$ cat config.mk
export PLATFORM = sky130hd
export DESIGN_NAME = mdu_seq_flat
export DESIGN_NICKNAME = d
export VERILOG_FILES = /design/src/rtl/mdu_seq_if.sv /design/src/rtl/mdu_seq.sv /design/src/flat_wrapper.sv
export SDC_FILE = /design/constraint.sdc
export NUM_CORES = 1
export LEC_CHECK = 0
export CAP_MARGIN = 40
export CORE_AREA = 8 8 136 138
export DETAILED_ROUTE_END_ITERATION = 16
export DIE_AREA = 0 0 144 146
export GPL_ROUTABILITY_DRIVEN = 0
export PLACE_DENSITY = 0.95
export SYNTH_ARGS = -nofsm -noshare
export SYNTH_HDL_FRONTEND = slang
export SYNTH_SLANG_ARGS = --single-unit
$ cat constraint.sdc
create_clock -name clk -period 8.4 [get_ports clk]
set_input_delay 0.84 -clock clk [delete_from_list [all_inputs] [get_ports clk]]
set_output_delay 0.84 -clock clk [all_outputs]
set_load 0.02 [all_outputs]
$ cat src/rtl/mdu_seq_if.sv
// mdu_seq_if: decoder/ALU-side bundle of the multiply/divide sequencer
interface mdu_seq_if;
   logic        start;
   logic [1:0]  op;
   logic [31:0] rs_val;
   logic [31:0] rt_val;
   logic        alu_req;
   logic        alu_gnt;
   logic [31:0] alu_a;
   logic [31:0] alu_b;
   logic [4:0]  alu_op;
   logic [31:0] alu_c;
   logic        busy;
   logic        done;
   logic [31:0] hi;
   logic [31:0] lo;
   modport master (
      output start, op, rs_val, rt_val, alu_gnt, alu_c,
      input  alu_req, alu_a, alu_b, alu_op, busy, done, hi, lo
   );
   modport slave (
      input  start, op, rs_val, rt_val, alu_gnt, alu_c,
      output alu_req, alu_a, alu_b, alu_op, busy, done, hi, lo
   );
endinterface

$ cat src/rtl/mdu_seq.sv
// mdu_seq: 32-iteration MULTU/DIVU sequencer over the shared ALU, plus MTHI/MTLO
module mdu_seq (
   input logic      clk,
   input logic      rst,
   mdu_seq_if.slave bus
);
   localparam logic [4:0] ALU_NOP = 5'd0;
   localparam logic [4:0] ALU_ADD = 5'd1;
   localparam logic [4:0] ALU_SUB = 5'd2;
   typedef enum logic [1:0] {IDLE, MUL, DIV} state_t;
   state_t      r_state, w_next;
   logic [4:0]  r_cnt;
   logic [31:0] r_hi, r_lo, r_opnd;
   logic        r_done;
   logic [31:0] w_hi, w_lo, w_sh_hi, w_sum;
   logic        w_carry, w_borrow, w_fit, w_step, w_last, w_done, w_load;
   always_comb begin
      w_sh_hi     = {r_hi[30:0], r_lo[31]};
      w_borrow    = w_sh_hi < r_opnd;
      w_fit       = r_hi[31] | ~w_borrow;
      w_sum       = r_lo[0] ? bus.alu_c : r_hi;
      // carry out of the ALU add is recovered by wrap-around detection
      w_carry     = r_lo[0] & (bus.alu_c < r_hi);
      w_step      = (r_state != IDLE) & bus.alu_gnt;
      w_last      = w_step & (r_cnt == 5'd31);
      w_load      = (r_state == IDLE) & bus.start;
      bus.alu_op  = r_state == MUL ? ALU_ADD : r_state == DIV ? ALU_SUB : ALU_NOP;
      bus.alu_a   = r_state == MUL ? r_hi : r_state == DIV ? w_sh_hi : 32'd0;
      bus.alu_b   = r_state == IDLE ? 32'd0 : r_opnd;
      bus.busy    = r_state != IDLE;
      bus.alu_req = r_state != IDLE;
      bus.done    = r_done;
      bus.hi      = r_hi;
      bus.lo      = r_lo;
      w_next      = r_state;
      w_hi        = r_hi;
      w_lo        = r_lo;
      w_done      = w_last;
      if (w_load) begin
         w_next = bus.op == 2'b00 ? MUL : bus.op == 2'b01 ? DIV : IDLE;
         w_hi   = bus.op == 2'b10 ? bus.rs_val : bus.op == 2'b11 ? r_hi : 32'd0;
         w_lo   = bus.op == 2'b10 ? r_lo : bus.rs_val;
         w_done = bus.op[1];
      end else if (w_step) begin
         w_next = w_last ? IDLE : r_state;
         w_hi   = r_state == MUL ? {w_carry, w_sum[31:1]} : w_fit ? bus.alu_c : w_sh_hi;
         w_lo   = r_state == MUL ? {w_sum[0], r_lo[31:1]} : {r_lo[30:0], w_fit};
      end
   end
   always_ff @(posedge clk)
      r_state <= rst ? IDLE : w_next;
   always_ff @(posedge clk) begin
      if (rst) begin
         r_cnt  <= 5'd0;
         r_hi   <= 32'd0;
         r_lo   <= 32'd0;
         r_opnd <= 32'd0;
         r_done <= 1'b0;
      end else begin
         r_hi   <= w_hi;
         r_lo   <= w_lo;
         r_done <= w_done;
         if (w_load && !bus.op[1]) begin
            r_opnd <= bus.rt_val;
            r_cnt  <= 5'd0;
         end else if (w_step) begin
            r_cnt  <= r_cnt + 5'd1;
         end
      end
   end
endmodule

$ cat src/flat_wrapper.sv
// flat-port wrapper written by rule: the top's interface ports become plain ports
module mdu_seq_flat 
  (clk, rst, bus_start, bus_op, bus_rs_val, bus_rt_val, bus_alu_gnt, bus_alu_c, bus_alu_req, bus_alu_a, bus_alu_b, bus_alu_op, bus_busy, bus_done, bus_hi, bus_lo);
  mdu_seq_if bus_i ();
  input logic clk;
  input logic rst;
  input wire logic [$bits(bus_i.start)-1:0] bus_start;
  input wire logic [$bits(bus_i.op)-1:0] bus_op;
  input wire logic [$bits(bus_i.rs_val)-1:0] bus_rs_val;
  input wire logic [$bits(bus_i.rt_val)-1:0] bus_rt_val;
  input wire logic [$bits(bus_i.alu_gnt)-1:0] bus_alu_gnt;
  input wire logic [$bits(bus_i.alu_c)-1:0] bus_alu_c;
  output wire logic [$bits(bus_i.alu_req)-1:0] bus_alu_req;
  output wire logic [$bits(bus_i.alu_a)-1:0] bus_alu_a;
  output wire logic [$bits(bus_i.alu_b)-1:0] bus_alu_b;
  output wire logic [$bits(bus_i.alu_op)-1:0] bus_alu_op;
  output wire logic [$bits(bus_i.busy)-1:0] bus_busy;
  output wire logic [$bits(bus_i.done)-1:0] bus_done;
  output wire logic [$bits(bus_i.hi)-1:0] bus_hi;
  output wire logic [$bits(bus_i.lo)-1:0] bus_lo;
  assign bus_i.start = bus_start;
  assign bus_i.op = bus_op;
  assign bus_i.rs_val = bus_rs_val;
  assign bus_i.rt_val = bus_rt_val;
  assign bus_i.alu_gnt = bus_alu_gnt;
  assign bus_i.alu_c = bus_alu_c;
  assign bus_alu_req = bus_i.alu_req;
  assign bus_alu_a = bus_i.alu_a;
  assign bus_alu_b = bus_i.alu_b;
  assign bus_alu_op = bus_i.alu_op;
  assign bus_busy = bus_i.busy;
  assign bus_done = bus_i.done;
  assign bus_hi = bus_i.hi;
  assign bus_lo = bus_i.lo;
  mdu_seq u_core (.clk(clk), .rst(rst), .bus(bus_i));
endmodule
# ---- Word-level counts from Yosys, hierarchy flattened
# Index checks and enable logic that the tools add are counted.
dict set report word_totals {
  register_bits 104
  input_bits 102
  wordCells 56
}
dict set report classes {
  n_addsub 1
  magnitude_cmp 2
  eq_ne 8
  muxes 22
  bitwise_logic 6
  reduce_logical 11
}
# operator count
set ops {}
lappend ops {{two-way mux 32 bit} 14}
lappend ops {{< comparator 32 bit} 2}
lappend ops {{two-way mux 2 bit} 6}
lappend ops {{equality test 2 bit, second input constant} 3}
lappend ops {{AND reduction 2 bit} 3}
lappend ops {{nonzero test 2 bit} 3}
lappend ops {{adder 5 x 1 -> 5 bit, second input constant} 1}
lappend ops {{equality test 5 bit, second input constant} 1}
lappend ops {{two-way mux 5 bit} 1}
lappend ops {{bitwise AND 1 bit} 4}
lappend ops {{equality test 2 x 1 -> 1 bit, second input constant} 2}
lappend ops {{logical NOT 2 bit} 2}
lappend ops {{!= test 3 bit, second input constant} 1}
lappend ops {{!= test 2 bit, second input constant} 1}
lappend ops {{OR reduction 2 bit} 1}
lappend ops {{logical AND 1 bit} 1}
lappend ops {{logical NOT 1 bit} 1}
lappend ops {{two-way mux 1 bit} 1}
lappend ops {{NOT 1 bit} 1}
lappend ops {{OR 1 bit} 1}

# ---- Longest topological paths before layout
dict set report depth {
  ltp_word 7
  depth_mapped 11
  mapped_depth_nobuf 9
}

# ---- Worst setup path before layout
# Ideal clock, no wire load.
dict set report synth_path {
  path_kind {register to register}
  start {reg u_core.r_hi[18] (netlist: u_core.bus.hi[18])}
  end {reg u_core.r_hi[20] (netlist: u_core.bus.hi[20])}
  setup_time_ps 101
  t_arrival_ps 2696
  required_ps 8299
  path_slack_ps 5603
  stages_incl_launch_ff 11
  synth_period_minus_slack_ps 2797
  path_cell_list {dfxtp_1 -> ha_1 -> a21oi_1 -> o21ai_0 -> a221o_1 -> a2111oi_0 -> a211o_1 -> buf_6 -> buf_12 -> mux2_4 -> a2111oi_4}
}
dict set report synth_via {
  elab_chain_cells 7
}
# item line_no
set synth_rtl {}
lappend synth_rtl {{start, declared} mdu_seq.sv:13} ;# logic [31:0] r_hi, r_lo, r_opnd;
lappend synth_rtl {{start signal, assigned} mdu_seq.sv:60} ;# r_hi <= w_hi;
lappend synth_rtl {{< comparator 32 bit} mdu_seq.sv:19} ;# w_borrow = w_sh_hi < r_opnd;
lappend synth_rtl {{NOT 1 bit} mdu_seq.sv:20} ;# w_fit = r_hi[31] | ~w_borrow;
lappend synth_rtl {{OR 1 bit} mdu_seq.sv:20}
lappend synth_rtl {{two-way mux 32 bit (2 in a row)} mdu_seq.sv:46} ;# w_hi = r_state == MUL ? {w_carry, w_sum[31:1]} : w_fit ? bus.alu_c : w_sh_hi;
lappend synth_rtl {{two-way mux 32 bit} mdu_seq.sv:44} ;# end else if (w_step) begin
lappend synth_rtl {{two-way mux 32 bit} mdu_seq.sv:39} ;# if (w_load) begin
# No other way between the ends. The select of a mux whose other input is x is not followed.
# A chain may end at the register's enable or synchronous reset.

# ---- Worst setup path after layout
dict set report layout_path {
  start {reg u_core.r_state[1]}
  end {out bus_alu_a[0]}
}
dict set report layout_via {
  elab_chain_cells 3
  word_cells_on_any_way 4
  cone_classes {2 x eq/ne; 2 x mux}
}
# item line_no
set layout_rtl {}
lappend layout_rtl {{start, declared} mdu_seq.sv:11} ;# state_t r_state, w_next;
lappend layout_rtl {{start signal, assigned} mdu_seq.sv:51} ;# r_state <= rst ? IDLE : w_next;
lappend layout_rtl {{equality test 2 bit} mdu_seq.sv:28} ;# bus.alu_a = r_state == MUL ? r_hi : r_state == DIV ? w_sh_hi : 32'd0;
lappend layout_rtl {{two-way mux 32 bit} mdu_seq.sv:28}
lappend layout_rtl {{two-way mux 32 bit *} mdu_seq.sv:28}
lappend layout_rtl {{end, declared} flat_wrapper.sv:14} ;# output wire logic [$bits(bus_i.alu_a)-1:0] bus_alu_a;
# Mark *: on every way between the ends. The rest lies on a longest branch, timed or not.

==> flow_metrics.env <==
export IMPL_cts_tree="yes"
export IMPL_grt_pass1_vias=9129
export IMPL_synth_top_area_share=0.245
export IMPL_first_iter_violations=1075
export IMPL_fp_dieH_um=146
export IMPL_cellLeakagePower_nw=4.00
export IMPL_post_place_ws_ps=4850
export IMPL_vias_per_cell=6.14
export IMPL_cts_resized=0
export IMPL_post_cts_buffers=0
export IMPL_critPathArrivalTime_ps=3130
export IMPL_clock_tree_buffer_depth=2
export IMPL_setup_worst_path_end_class="output pin"
export IMPL_grt_setup_unrepaired="no"
export IMPL_avgSynthCellArea_sq_um=7.50
export IMPL_areaGrowthSynthToFinish_pct=32.6
export IMPL_wl_per_cell_um=20.2
export IMPL_hold_viol=0
export IMPL_yosysSeqAreaShare=0.245
export IMPL_dp_hpwl_mm=22.5
export IMPL_synth_most_common_cell="nand2_1"
export IMPL_initial_core_util=0.522
export IMPL_worstPathRequired_ps=7560
export IMPL_grt_use_total=0.286
export IMPL_outcome="complete, no violations"
export IMPL_num_rows=47
export IMPL_synth_edff_count=0
export IMPL_clkTransAtPathRegs_ps=80
export IMPL_ys_flop_type="dfxtp_1"
export IMPL_insertion_delay_ps=360
export IMPL_max_cap_violations=0
export IMPL_dpl_cell_area_sq_um=10900
export IMPL_clock_fmax_mhz=252
export IMPL_fp_dieW_um=144
export IMPL_synth_warnings=0
export IMPL_final_cell_area_sq_um=11300
export IMPL_io_pins=238
export IMPL_fillers=1330
export IMPL_port_buffers=234
export IMPL_grt_pass1_wl_mm=48.4
export IMPL_vias=9425
export IMPL_worst_pin_slew_ps=693
export IMPL_p_total_mw=2.06
export IMPL_yosysTopAreaCell="dfxtp_1"
export IMPL_cts_sinks=104
export IMPL_coreArea_sq_um=16300
export IMPL_worst_path_max_fanout=65
export IMPL_fin_skew_ps=6.62
export IMPL_nets=1475
export IMPL_vdd_drop_max_v=0.000124
export IMPL_setup_tns_ps=0
export IMPL_antenna_found_initial=1
export IMPL_diodes=0
export IMPL_slew_headroom=0.538
export IMPL_p_per_area_nw_per_um2=182
export IMPL_synth_area_sq_um=8500
export IMPL_synth_cells_most_frequent="220 x nand2_1, 138 x nor2_1, 118 x a21oi_1"
export IMPL_postSynthCellCount=1134
export IMPL_drive_above_1_share=0.0837
export IMPL_synthArstFlopShare=0
export IMPL_drv_slew=0
export IMPL_finalSetupViolations=0
export IMPL_synth_distinct_cells=50
export IMPL_htreeDepth=3
export IMPL_cts_hold_buffers=0
export IMPL_synthTopCellsByArea="dfxtp_1 24%, nand2_1 9.7%, ha_1 9.4%"
export IMPL_min_period_over_period=0.473
export IMPL_drcViolationCount=0
export IMPL_layout_setup_ws_ps=4430
export IMPL_crit_path_start_kind="flop"
export IMPL_die_area_sq_um=21000
export IMPL_grt_ovfl_total=0
export IMPL_ctsRootBufferMaster="clkbuf_16"
export IMPL_path_class="flop to output pin"
export IMPL_drtAntennaViolNets=0
export IMPL_hp_class="flop to flop"
export IMPL_grt_max_degree=66
export IMPL_wl_mm=31.0
export IMPL_synth_seq_cells=104
export IMPL_cts_buffers=9
export IMPL_firstDrtPassIters=5
export IMPL_min_period_ps=3970
## cells by family after synthesis
kind of cell / count (synthesis) / share of synthesized area
simple gates: 428 / 0.214
other cells: 1 / 0.000441
buf+inv: 158 / 0.0787
compound gates: 311 / 0.272
mux: 65 / 0.0928
fa+ha+maj: 64 / 0.0942
flops: 104 / 0.245
xor+xnor: 3 / 0.00309
## through the flow
| stage | hold slack, ps | util | instances |
|---|---|---|---|
| 3_5_place_dp | 447 | 0.672 | 1518 |
| 6_report | 456 | 0.693 | 1534 |
| 5_1_grt | 472 | 0.693 | 1534 |
| 4_1_cts | 457 | 0.693 | 1534 |
| 2_1_floorplan | 436 | - | 1136 |
| 3_3_place_gp | 442 | 0.667 | 1515 |
## metal layers
layer  wire length [um]  part of all wire  up-vias  global-route usage
li1                   -                 -     4360                   -
met1              12100              0.39     4426               0.343
met2              14600              0.47      522               0.467
met3               2770             0.089      115              0.0584
met4               1550             0.050        2               0.157
met5                  9           0.00029        -                   0
## worst max-delay path: stages, from the launching register on
cell and delay (ps):
dfxtp_1 500, nand2b_2 180, buf_4 520, inv_2 340, buf_4 390, a22o_1 290, clkdlybuf4s50_1 540
## layout by cell type, fill, tap and decap left out, drive strengths merged, types with 31 or more instances in the layout
master         instances
o22ai                 31
nand2                220
clkdlybuf4s50        233
ha                    64
nor2                 139
a211oi                32
inv                   70
o21ai                 40
nor3b                 31
dfxtp                104
mux2i                 35
a21oi                118
a2111oi               34
## area by class of cell
| class | count | area (sq um) | area share |
|---|---|---|---|
| repair buffers | 253 | 2530 | 0.225 |
| multi-input cells | 874 | 5800 | 0.514 |
| flip-flops and latches | 104 | 2080 | 0.185 |
| clock inverters | 6 | 97.6 | 0.00865 |
| well taps | 220 | 275 | 0.0244 |
| clock buffers | 10 | 239 | 0.0212 |
| inverters | 67 | 251 | 0.0223 |
## state kept, by name (all words and copies together), names as in the netlist
| register | count |
|---|---|
| u_core.bus.hi | 32 |
| u_core.r_opnd | 32 |
| u_core.bus.lo | 32 |
| u_core.bus.done | 1 |
| u_core.r_state | 2 |
| u_core.r_cnt | 5 |
## worst paths after layout
| kind | endpoint | from | cells after the start | slack (ps) |
|---|---|---|---|---|
| max | bus_alu_a[0] | u_core.r_state[1] | 6 | 4430 |
| min | u_core.r_opnd[11] | u_core.r_opnd[11] | 2 | 460 |
| max reg2reg | u_core.bus.hi[19] | u_core.bus.hi[16] | 9 | 4990 |
| min reg2reg | u_core.r_opnd[11] | u_core.r_opnd[11] | 2 | 460 |
## where the power goes
group / switching (mW) / internal, mW
sequential: 0.0962 / 0.544
clock: 0.212 / 0.275
combinational: 0.509 / 0.422
Power figures use the tool's default switching activity.
